### src/rtl/vga_layer_mixer.sv
// VGA timing generator with a fixed-priority mixer for 1-bit overlay layers.
// Define VGA_MIXER_BLINK_EN to build the alarm-driven blinking of masked layers.
module vga_layer_mixer #(
    parameter int unsigned NUM_LAYERS   = 5,
    parameter int unsigned PIX_DIV      = 4,
    parameter int unsigned H_ACTIVE     = 640,
    parameter int unsigned H_FP         = 16,
    parameter int unsigned H_SYNC       = 96,
    parameter int unsigned H_BP         = 48,
    parameter int unsigned V_ACTIVE     = 480,
    parameter int unsigned V_FP         = 10,
    parameter int unsigned V_SYNC       = 2,
    parameter int unsigned V_BP         = 33,
    parameter int unsigned LAYER_LAT    = 2,
    parameter int unsigned BLINK_FRAMES = 30
) (
    input  logic                     reloj,
    input  logic                     resetM,
    input  logic [NUM_LAYERS-1:0]    layer_bits,
    input  logic [NUM_LAYERS-1:0]    layer_en,
    input  logic [12*NUM_LAYERS-1:0] layer_color,
    input  logic [11:0]              bg_color,
    input  logic                     bit_alarma,
    input  logic [NUM_LAYERS-1:0]    blink_mask,
    output logic [9:0]               Qh,
    output logic [9:0]               Qv,
    output logic                     pix_tick,
    output logic                     frame_start,
    output logic                     H_Syncreg,
    output logic                     V_Syncreg,
    output logic [3:0]               R,
    output logic [3:0]               G,
    output logic [3:0]               B
);

    localparam int unsigned H_TOTAL = H_ACTIVE + H_FP + H_SYNC + H_BP;
    localparam int unsigned V_TOTAL = V_ACTIVE + V_FP + V_SYNC + V_BP;
    localparam int unsigned DIV_W   = (PIX_DIV > 1) ? $clog2(PIX_DIV) : 1;

    localparam logic [DIV_W-1:0] DIV_LAST = DIV_W'(PIX_DIV - 1);
    localparam logic [9:0] H_LAST    = 10'(H_TOTAL - 1);
    localparam logic [9:0] V_LAST    = 10'(V_TOTAL - 1);
    localparam logic [9:0] H_ACT     = 10'(H_ACTIVE);
    localparam logic [9:0] V_ACT     = 10'(V_ACTIVE);
    localparam logic [9:0] H_SYNC_LO = 10'(H_ACTIVE + H_FP);
    localparam logic [9:0] H_SYNC_HI = 10'(H_ACTIVE + H_FP + H_SYNC - 1);
    localparam logic [9:0] V_SYNC_LO = 10'(V_ACTIVE + V_FP);
    localparam logic [9:0] V_SYNC_HI = 10'(V_ACTIVE + V_FP + V_SYNC - 1);

    // Sync flags are carried as "in sync pulse" so a cleared pipeline means syncs idle high.
    typedef struct packed {
        logic vs_on;
        logic hs_on;
        logic active;
    } timing_t;

    logic [DIV_W-1:0]      div_q, div_d;
    logic [9:0]            qh_q, qh_d;
    logic [9:0]            qv_q, qv_d;
    timing_t               raw_t;
    timing_t               dly_t;
    logic [NUM_LAYERS-1:0] blink_hide;
    logic [NUM_LAYERS-1:0] visible;
    logic [11:0]           pix_color;
    logic [11:0]           rgb_q;
    logic                  hsync_q;
    logic                  vsync_q;

    // ---------------------------------------------------------------- pixel clock and counters
    assign pix_tick    = (div_q == DIV_LAST);
    assign frame_start = pix_tick && (qh_q == H_LAST) && (qv_q == V_LAST);

    always_comb begin
        div_d = div_q + 1'b1;
        qh_d  = qh_q;
        qv_d  = qv_q;
        if (pix_tick) begin
            div_d = '0;
            if (qh_q == H_LAST) begin
                qh_d = '0;
                qv_d = (qv_q == V_LAST) ? 10'd0 : qv_q + 10'd1;
            end else begin
                qh_d = qh_q + 10'd1;
            end
        end
    end

    always_ff @(posedge reloj or negedge resetM) begin
        if (!resetM) begin
            div_q <= '0;
            qh_q  <= '0;
            qv_q  <= '0;
        end else begin
            div_q <= div_d;
            qh_q  <= qh_d;
            qv_q  <= qv_d;
        end
    end

    assign Qh = qh_q;
    assign Qv = qv_q;

    // ---------------------------------------------------------------- raw timing decode
    always_comb begin
        raw_t.active = (qh_q < H_ACT) && (qv_q < V_ACT);
        raw_t.hs_on  = (qh_q >= H_SYNC_LO) && (qh_q <= H_SYNC_HI);
        raw_t.vs_on  = (qv_q >= V_SYNC_LO) && (qv_q <= V_SYNC_HI);
    end

    // ---------------------------------------------------------------- alignment with layer_bits
    if (LAYER_LAT == 0) begin : g_no_delay
        assign dly_t = raw_t;
    end else begin : g_delay
        timing_t dly_q [LAYER_LAT];

        always_ff @(posedge reloj or negedge resetM) begin
            if (!resetM) begin
                for (int i = 0; i < int'(LAYER_LAT); i++) begin
                    dly_q[i] <= '0;
                end
            end else if (pix_tick) begin
                dly_q[0] <= raw_t;
                for (int i = 1; i < int'(LAYER_LAT); i++) begin
                    dly_q[i] <= dly_q[i-1];
                end
            end
        end

        assign dly_t = dly_q[LAYER_LAT-1];
    end

    // ---------------------------------------------------------------- blink control
`ifdef VGA_MIXER_BLINK_EN
    localparam int unsigned BLINK_W = (BLINK_FRAMES > 1) ? $clog2(BLINK_FRAMES) : 1;
    localparam logic [BLINK_W-1:0] BLINK_LAST = BLINK_W'(BLINK_FRAMES - 1);

    logic [BLINK_W-1:0] blink_cnt_q, blink_cnt_d;
    logic               phase_on_q, phase_on_d;
    logic               alarm_q;

    // A falling alarm edge takes priority over a coincident frame_start.
    always_comb begin
        blink_cnt_d = blink_cnt_q;
        phase_on_d  = phase_on_q;
        if (alarm_q && !bit_alarma) begin
            blink_cnt_d = '0;
            phase_on_d  = 1'b1;
        end else if (frame_start) begin
            if (blink_cnt_q == BLINK_LAST) begin
                blink_cnt_d = '0;
                phase_on_d  = !phase_on_q;
            end else begin
                blink_cnt_d = blink_cnt_q + 1'b1;
            end
        end
    end

    always_ff @(posedge reloj or negedge resetM) begin
        if (!resetM) begin
            blink_cnt_q <= '0;
            phase_on_q  <= 1'b1;
            alarm_q     <= 1'b0;
        end else begin
            blink_cnt_q <= blink_cnt_d;
            phase_on_q  <= phase_on_d;
            alarm_q     <= bit_alarma;
        end
    end

    assign blink_hide = (bit_alarma && !phase_on_q) ? blink_mask : '0;
`else
    logic unused_blink;
    assign unused_blink = ^{bit_alarma, blink_mask};
    assign blink_hide   = '0;
`endif

    // ---------------------------------------------------------------- priority mixer
    // Scanning from the top index down leaves the lowest visible index as the winner.
    always_comb begin
        visible   = layer_bits & layer_en & ~blink_hide;
        pix_color = bg_color;
        for (int i = int'(NUM_LAYERS) - 1; i >= 0; i--) begin
            if (visible[i]) begin
                pix_color = layer_color[12*i +: 12];
            end
        end
        if (!dly_t.active) begin
            pix_color = '0;
        end
    end

    always_ff @(posedge reloj or negedge resetM) begin
        if (!resetM) begin
            rgb_q   <= '0;
            hsync_q <= 1'b1;
            vsync_q <= 1'b1;
        end else if (pix_tick) begin
            rgb_q   <= pix_color;
            hsync_q <= !dly_t.hs_on;
            vsync_q <= !dly_t.vs_on;
        end
    end

    assign H_Syncreg = hsync_q;
    assign V_Syncreg = vsync_q;
    assign R         = rgb_q[11:8];
    assign G         = rgb_q[7:4];
    assign B         = rgb_q[3:0];

endmodule
### config.mk
export PLATFORM = sky130hd
export DESIGN_NAME = vga_layer_mixer
export DESIGN_NICKNAME = d
export VERILOG_FILES = /design/src/rtl/vga_layer_mixer.sv
export SDC_FILE = /design/constraint.sdc
export NUM_CORES = 1
export LEC_CHECK = 0
export ABC_AREA = 0
export BUFFER_PORTS_ARGS = -buffer_cell sky130_fd_sc_hd__buf_2
export CAP_MARGIN = 20
export CORE_AREA = 2 2 78 80
export DETAILED_ROUTE_END_ITERATION = 8
export DIE_AREA = 0 0 80 82
export GPL_TIMING_DRIVEN = 0
export HOLD_SLACK_MARGIN = 0.02
export PLACE_DENSITY = 0.86
export SYNTH_ARGS = -nofsm -noshare
export SYNTH_HDL_FRONTEND = slang
export SYNTH_SLANG_ARGS = --single-unit
### constraint.sdc
create_clock -name reloj -period 1.8 [get_ports reloj]
set_input_delay 0.36 -clock reloj [delete_from_list [all_inputs] [get_ports reloj]]
set_output_delay 0.36 -clock reloj [all_outputs]
set_load 0.02 [all_outputs]
==> flow_summary.ini, run 1 <==
[logic_synthesis]
netlist.top_cell.by_area = dfrtp_1
ys.flop_type = dfrtp_1
syn_area_mm2 = 0.00254
synth-xor-area-share_pct = 3.11
synthMuxAreaShare_pct = 3.75
synth_compound_area_share_pct = 15.8
synth_cells = 282
synth_adder_area_share_pct = 2.47
yosys.area_share.simple_pct = 28.7
ys_seq_elements = 42
seq_area_frac_synth_pct = 41.5
synthTopCellsByArea = dfrtp_1, nor2_1, o221ai_1
synth_warnings = 0
syn_avg_cell_area_um2 = 9.00
synth_cell_types = 39
async_reset_ff_share_pct = 100
synthesis.nets = 377
synth_top_area_share_pct = 39.4
synth_top_family_by_area = simple AND/OR/NAND/NOR gates
synth-edff-count = 0

[clock_network]
clock_path_buffers = 2
root_buffer = clkbuf_8
cts_tree = done
cts_buffers = 5
ctsHoldBuffers = 0
clock_latency_ps = 290
cts_htree_levels = 2
clock-sinks = 42
clk_pin_slew_ps = 80

[finish]
syn_to_final_growth_pct = 39.1
antenna_cells = 0
design_area_mm2 = 0.00353
layout-drive-gt1-share_pct = 40.7
fill_cells = 502
layout.nets = 514
final_common_cell = buf_2
final_cell_mix = buf_2, nor2_1, dfrtp_1

[detailed_routing]
drc = 0
vias = 2800
viasPerCell = 5.66
wl_per_cell_um = 16.3
drtAntennaViolNets = 0
drtIter0Drc = 176
drt-total-wl_um = 8070
firstDrtPassIters = 5

[placement]
gp_congestion = 0.833
dp_hpwl_um = 5740
placed_area_mm2 = 0.00323
port-buffer-count = 119
dp_slack_ps = -116

[timing]
setup_violations = 1
max_freq_mhz = 510
timing.final.crit_share_pct = 109
tightest_slew_ps = 923
rsz0062_at_grt = true
finalHoldViolCount = 0
slew_headroom_pct = 38.5
slew_violations = 0
fin_tns_setup_ps = -159
skew_ps = 8.37
fin_crit_ps = 1960
finalWorstSetupSlack_ps = -159

[power]
ir_drop_uv = 358
leakage_nw = 1.73
power_density_mw_per_mm2 = 545

[floorplan]
core_area_mm2 = 0.00575
die-area_mm2 = 0.00656
ioPinCount = 126
initial_core_util_pct = 44.2
fp.dieW_um = 80
die-height_um = 82
rows = 28

[setup_path]
startpoint_type = flip-flop
worstPathMaxFanout = 4
cp.arrival_ps = 1600
cp.required_ps = 1440
worstSetupPathType = flip-flop to primary output
worst_setup_path_end_kind = primary output

[global_routing]
antenna_found_initial = 0
first_global_vias = 2515
grt_overflow = 0
grt_max_degree = 43
grt_use_total_pct = 22.8
grt_pass1_wl_um = 11700

[status]
status = complete, but fails checks
violations = setup timing

[run]
cap_violations = 0

[hold_path]
hold_class = input port to asynchronous set/reset pin
==> report_power, final <==
part	switching, mW	leakage, nW	internal, mW
combinational	0.194	1.17	0.152
clock	0.301	0.0395	0.276
sequential	0.0221	0.518	0.979
==> registers in the layout, indices dropped and copies added (netlist names) <==
register / count
H_Syncreg: 1
Qh: 10
Qv: 10
V_Syncreg: 1
div_q: 2
dly_t: 3
g_delay.dly_q: 3
rgb_q: 12
==> final cells by class <==
class | count | area (um2) | area share [%]
multi-input cells | 213 | 1470 | 41.5
flip-flops and latches | 42 | 1060 | 30.1
repair buffers | 132 | 703 | 19.9
well taps | 75 | 93.8 | 2.66
plain buffers | 16 | 91.3 | 2.59
clock buffers | 8 | 80.1 | 2.27
inverters | 9 | 33.8 | 0.957
==> stage by stage <==
| stage | utilization [%] | power [mW] | hold WS (ps) | instances |
|---|---|---|---|---|
| 2_1_floorplan | - | 1.18 | 64.4 | 282 |
| 3_3_place_gp | 56.3 | 1.35 | 395 | 476 |
| 3_5_place_dp | 56.3 | 1.36 | 409 | 476 |
| 4_1_cts | 60.4 | 1.94 | 243 | 492 |
| 5_1_grt | 61.4 | 2.03 | 281 | 495 |
| 6_report | 61.4 | 1.92 | 201 | 495 |
==> synth_stat cells, drive strengths merged (2+ instances only) <==
library cell / number
or4: 13
a21oi: 2
o221ai: 12
nor4b: 2
and3: 15
nor3: 4
xnor2: 5
clkbuf: 10
nand2b: 13
o21ai: 10
mux2: 4
nand2: 14
nand4: 8
buf: 8
nand3: 10
a22oi: 12
dfrtp: 40
mux2i: 5
nor4bb: 2
nor2: 45
xor2: 4
nor4: 2
inv: 9
ha: 5
a21o: 3
dfstp: 2
a22o: 3
a211oi: 12
==> kinds of logic after synthesis <==
kind of cell / count (synthesis)
and+or+nand+nor: 135
xor gates and xnor gates: 9
buffers and inverters: 27
muxes: 9
DFF: 42
AOI/OAI and AO/OA: 55
adders and majority gates: 5
==> final timing paths <==
check	startpoint	endpoint	slack (ps)	depth (start not counted)
setup / recovery	Qv[0]$_DFFE_PN0P_	frame_start	-160	6
hold / removal	resetM	Qv[7]$_DFFE_PN0P_	200	1
setup reg to reg	div_q[0]$_DFF_PN0_	rgb_q[9]$_DFFE_PN0P_	40	6
hold reg to reg	dly_t[1]$_DFFE_PN0P_	H_Syncreg$_DFFE_PN1P_	420	1
max in group asynchronous	resetM	Qh[0]$_DFFE_PN0P_	960	1
min in group reloj	layer_color[43]	rgb_q[7]$_DFFE_PN0P_	390	3
==> worst max-delay path, cell delays in order (launching register included) <==
cell	delay (ps)
dfrtp_1	400
inv_2	100
ha_4	130
nor4bb_4	190
nand4_1	200
nor2_4	160
buf_6	120
==> per-layer routing <==
layer / track usage (%) / wire, um
met1: 32.0 / 3490
met5: 0 / 0
met3: 3.74 / 398
met4: 7.97 / 119
met2: 35.9 / 4060
==> what timing repair did <==
action | 4_1_cts | 5_1_grt
buffers inserted | 10 | 3
gates cloned | 0 | 0
endpoints found under the setup margin | 7 | 12
gates resized for setup | 23 | 7
pin swaps | 5 | 3
Note: power is estimated with default switching activity, not from simulation.
==> run 2: changes to the inputs <==
--- a/config.mk
+++ b/config.mk
@@ -8,12 +8,14 @@
 export ABC_AREA = 0
 export BUFFER_PORTS_ARGS = -buffer_cell sky130_fd_sc_hd__buf_2
 export CAP_MARGIN = 20
-export CORE_AREA = 2 2 78 80
+export CELL_PAD_IN_SITES_DETAIL_PLACEMENT = 1
+export CELL_PAD_IN_SITES_GLOBAL_PLACEMENT = 1
+export CORE_AREA = 2 2 91 93
 export DETAILED_ROUTE_END_ITERATION = 8
-export DIE_AREA = 0 0 80 82
+export DIE_AREA = 0 0 93 95
 export GPL_TIMING_DRIVEN = 0
 export HOLD_SLACK_MARGIN = 0.02
-export PLACE_DENSITY = 0.86
+export PLACE_DENSITY = 0.85
 export SYNTH_ARGS = -nofsm -noshare
 export SYNTH_HDL_FRONTEND = slang
 export SYNTH_SLANG_ARGS = --single-unit
==> flow_summary.ini, run 2 (synthesis results as in run 1) <==
[detailed_routing]
vias = 2783
drc = 0
firstDrtPassIters = 4
drt-total-wl_um = 9120
viasPerCell = 5.27
drtAntennaViolNets = 0
wl_per_cell_um = 17.3
drtIter0Drc = 99

[finish]
largest_reg_flops = 12
final_cell_mix = buf_2, nor2_1, dfrtp_1
layout.nets = 517
antenna_cells = 0
max_flop_register = rgb_q
final_common_cell = buf_2
layout-drive-gt1-share_pct = 42.8
syn_to_final_growth_pct = 42.9

[global_routing]
antenna_found_initial = 0
first_global_vias = 2899
grt_pass1_wl_um = 14300
grt_overflow = 0
grt_max_degree = 43
grt_use_total_pct = 20.3

[power]
power.total_mw = 2.00
clkPwrFrac_pct = 32.1
p_seq_share_pct = 50.0
leakage_nw = 1.75
power.internal_mw = 1.41
power_density_mw_per_mm2 = 553
comb_power_share_pct = 17.9
p_sw_share_pct = 29.4
ir_drop_uv = 301
p_sw_mw = 0.589

[placement]
port-buffer-count = 119
dp_hpwl_um = 6890
dp_slack_ps = -186
gp_congestion = 0.864

[setup_path]
r2r_end = Qv[3]$_DFFE_PN0P_
cp.required_ps = 1440
worstPathMaxFanout = 2
r2r-start = Qv[1]$_DFFE_PN0P_
crit_start = Qv[1]$_DFFE_PN0P_
worstSetupPathType = flip-flop to primary output
reg2reg_depth = 7
cp.arrival_ps = 1720
worst_setup_path_end_kind = primary output
r2r_setup_slack_ps = -10
startpoint_type = flip-flop

[clock_network]
clk_pin_slew_ps = 90
ctsHoldBuffers = 0
cts_buffers = 5
clock-sinks = 42
clock_latency_ps = 300
root_buffer = clkbuf_8
clock_path_buffers = 2
cts_htree_levels = 2
cts_tree = done

[status]
violations = setup timing
status = complete, but fails checks

[timing]
tightest_slew_ps = 953
finalHoldViolCount = 0
max_freq_mhz = 481
setup_violations = 2
rsz0062_at_grt = true
timing.final.crit_share_pct = 116
skew_ps = 8.22
fin_crit_ps = 2080
slew_violations = 0
hold_ws_ps = 207
slew_headroom_pct = 36.5
finalWorstSetupSlack_ps = -281
fin_tns_setup_ps = -295

[floorplan]
fp.dieW_um = 93
initial_core_util_pct = 32.0
rows = 33
core_area_mm2 = 0.00793
die-height_um = 95
die-area_mm2 = 0.00884
ioPinCount = 126

[run]
cap_violations = 0

[hold_path]
hold_class = input port to asynchronous set/reset pin
-- run 2: worst max-delay path, cell delays in order (launching register included) --
cell and delay (ps):
dfrtp_2 440, inv_2 80, ha_4 120, nor4bb_4 220, nand4_1 250, nor2_4 180
buf_6 120
-- run 2: layer usage --
| layer | GRT usage, % | part of all wire, % |
|---|---|---|
| met3 | 3.03 | 2.8 |
| met5 | 0 | 0 |
| met4 | 5.02 | 0.98 |
| met2 | 34.8 | 52 |
| met1 | 27.1 | 44 |
-- run 2: area by class of cell --
class | count | area (um2)
Fill cell | 981 | 4300
Multi-Input combinational cell | 213 | 1490
Sequential cell | 42 | 1060
Timing Repair Buffer | 134 | 714
Tap cell | 105 | 131
Buffer | 17 | 98.8
Clock buffer | 5 | 68.8
Inverter | 9 | 33.8
Clock inverter | 3 | 25.0
-- run 2: what timing repair did --
item                                   CTS  global route
setup endpoints to repair               16            13
endpoints found under the hold margin    0             0
pin swaps                                5             4
resized for setup                       29             7
setup buffers                           15             3
-- run 2: through the flow --
| stage | cells | util, % | area (um2) |
|---|---|---|---|
| 3_5_place_dp | 506 | 41.3 | 3270 |
| 2_1_floorplan | 282 | - | 2540 |
| 6_report | 528 | 45.7 | 3620 |
| 4_1_cts | 528 | 45.4 | 3600 |
| 5_1_grt | 528 | 45.7 | 3620 |
| 3_3_place_gp | 506 | 41.3 | 3270 |
-- run 2: worst max path at each step --
stage	end	slack, ps	cells past startpoint
2_1_floorplan	frame_start	30	5
3_3_place_gp	frame_start	-70	6
3_5_place_dp	frame_start	-190	6
4_1_cts	frame_start	-170	6
5_1_grt	frame_start	-350	6
6_report	frame_start	-280	6
-- run 2: power by group through the flow --
| stage | registers, mW | logic, mW | clock network (mW) |
|---|---|---|---|
| after CTS | 1.00 | 0.358 | 0.665 |
| final | 1.00 | 0.359 | 0.643 |
| after floorplan | 1.06 | 0.115 | 0 |
| after global routing | 1.01 | 0.397 | 0.705 |
| after detailed placement | 1.02 | 0.350 | 0 |
| after global placement | 1.02 | 0.338 | 0 |
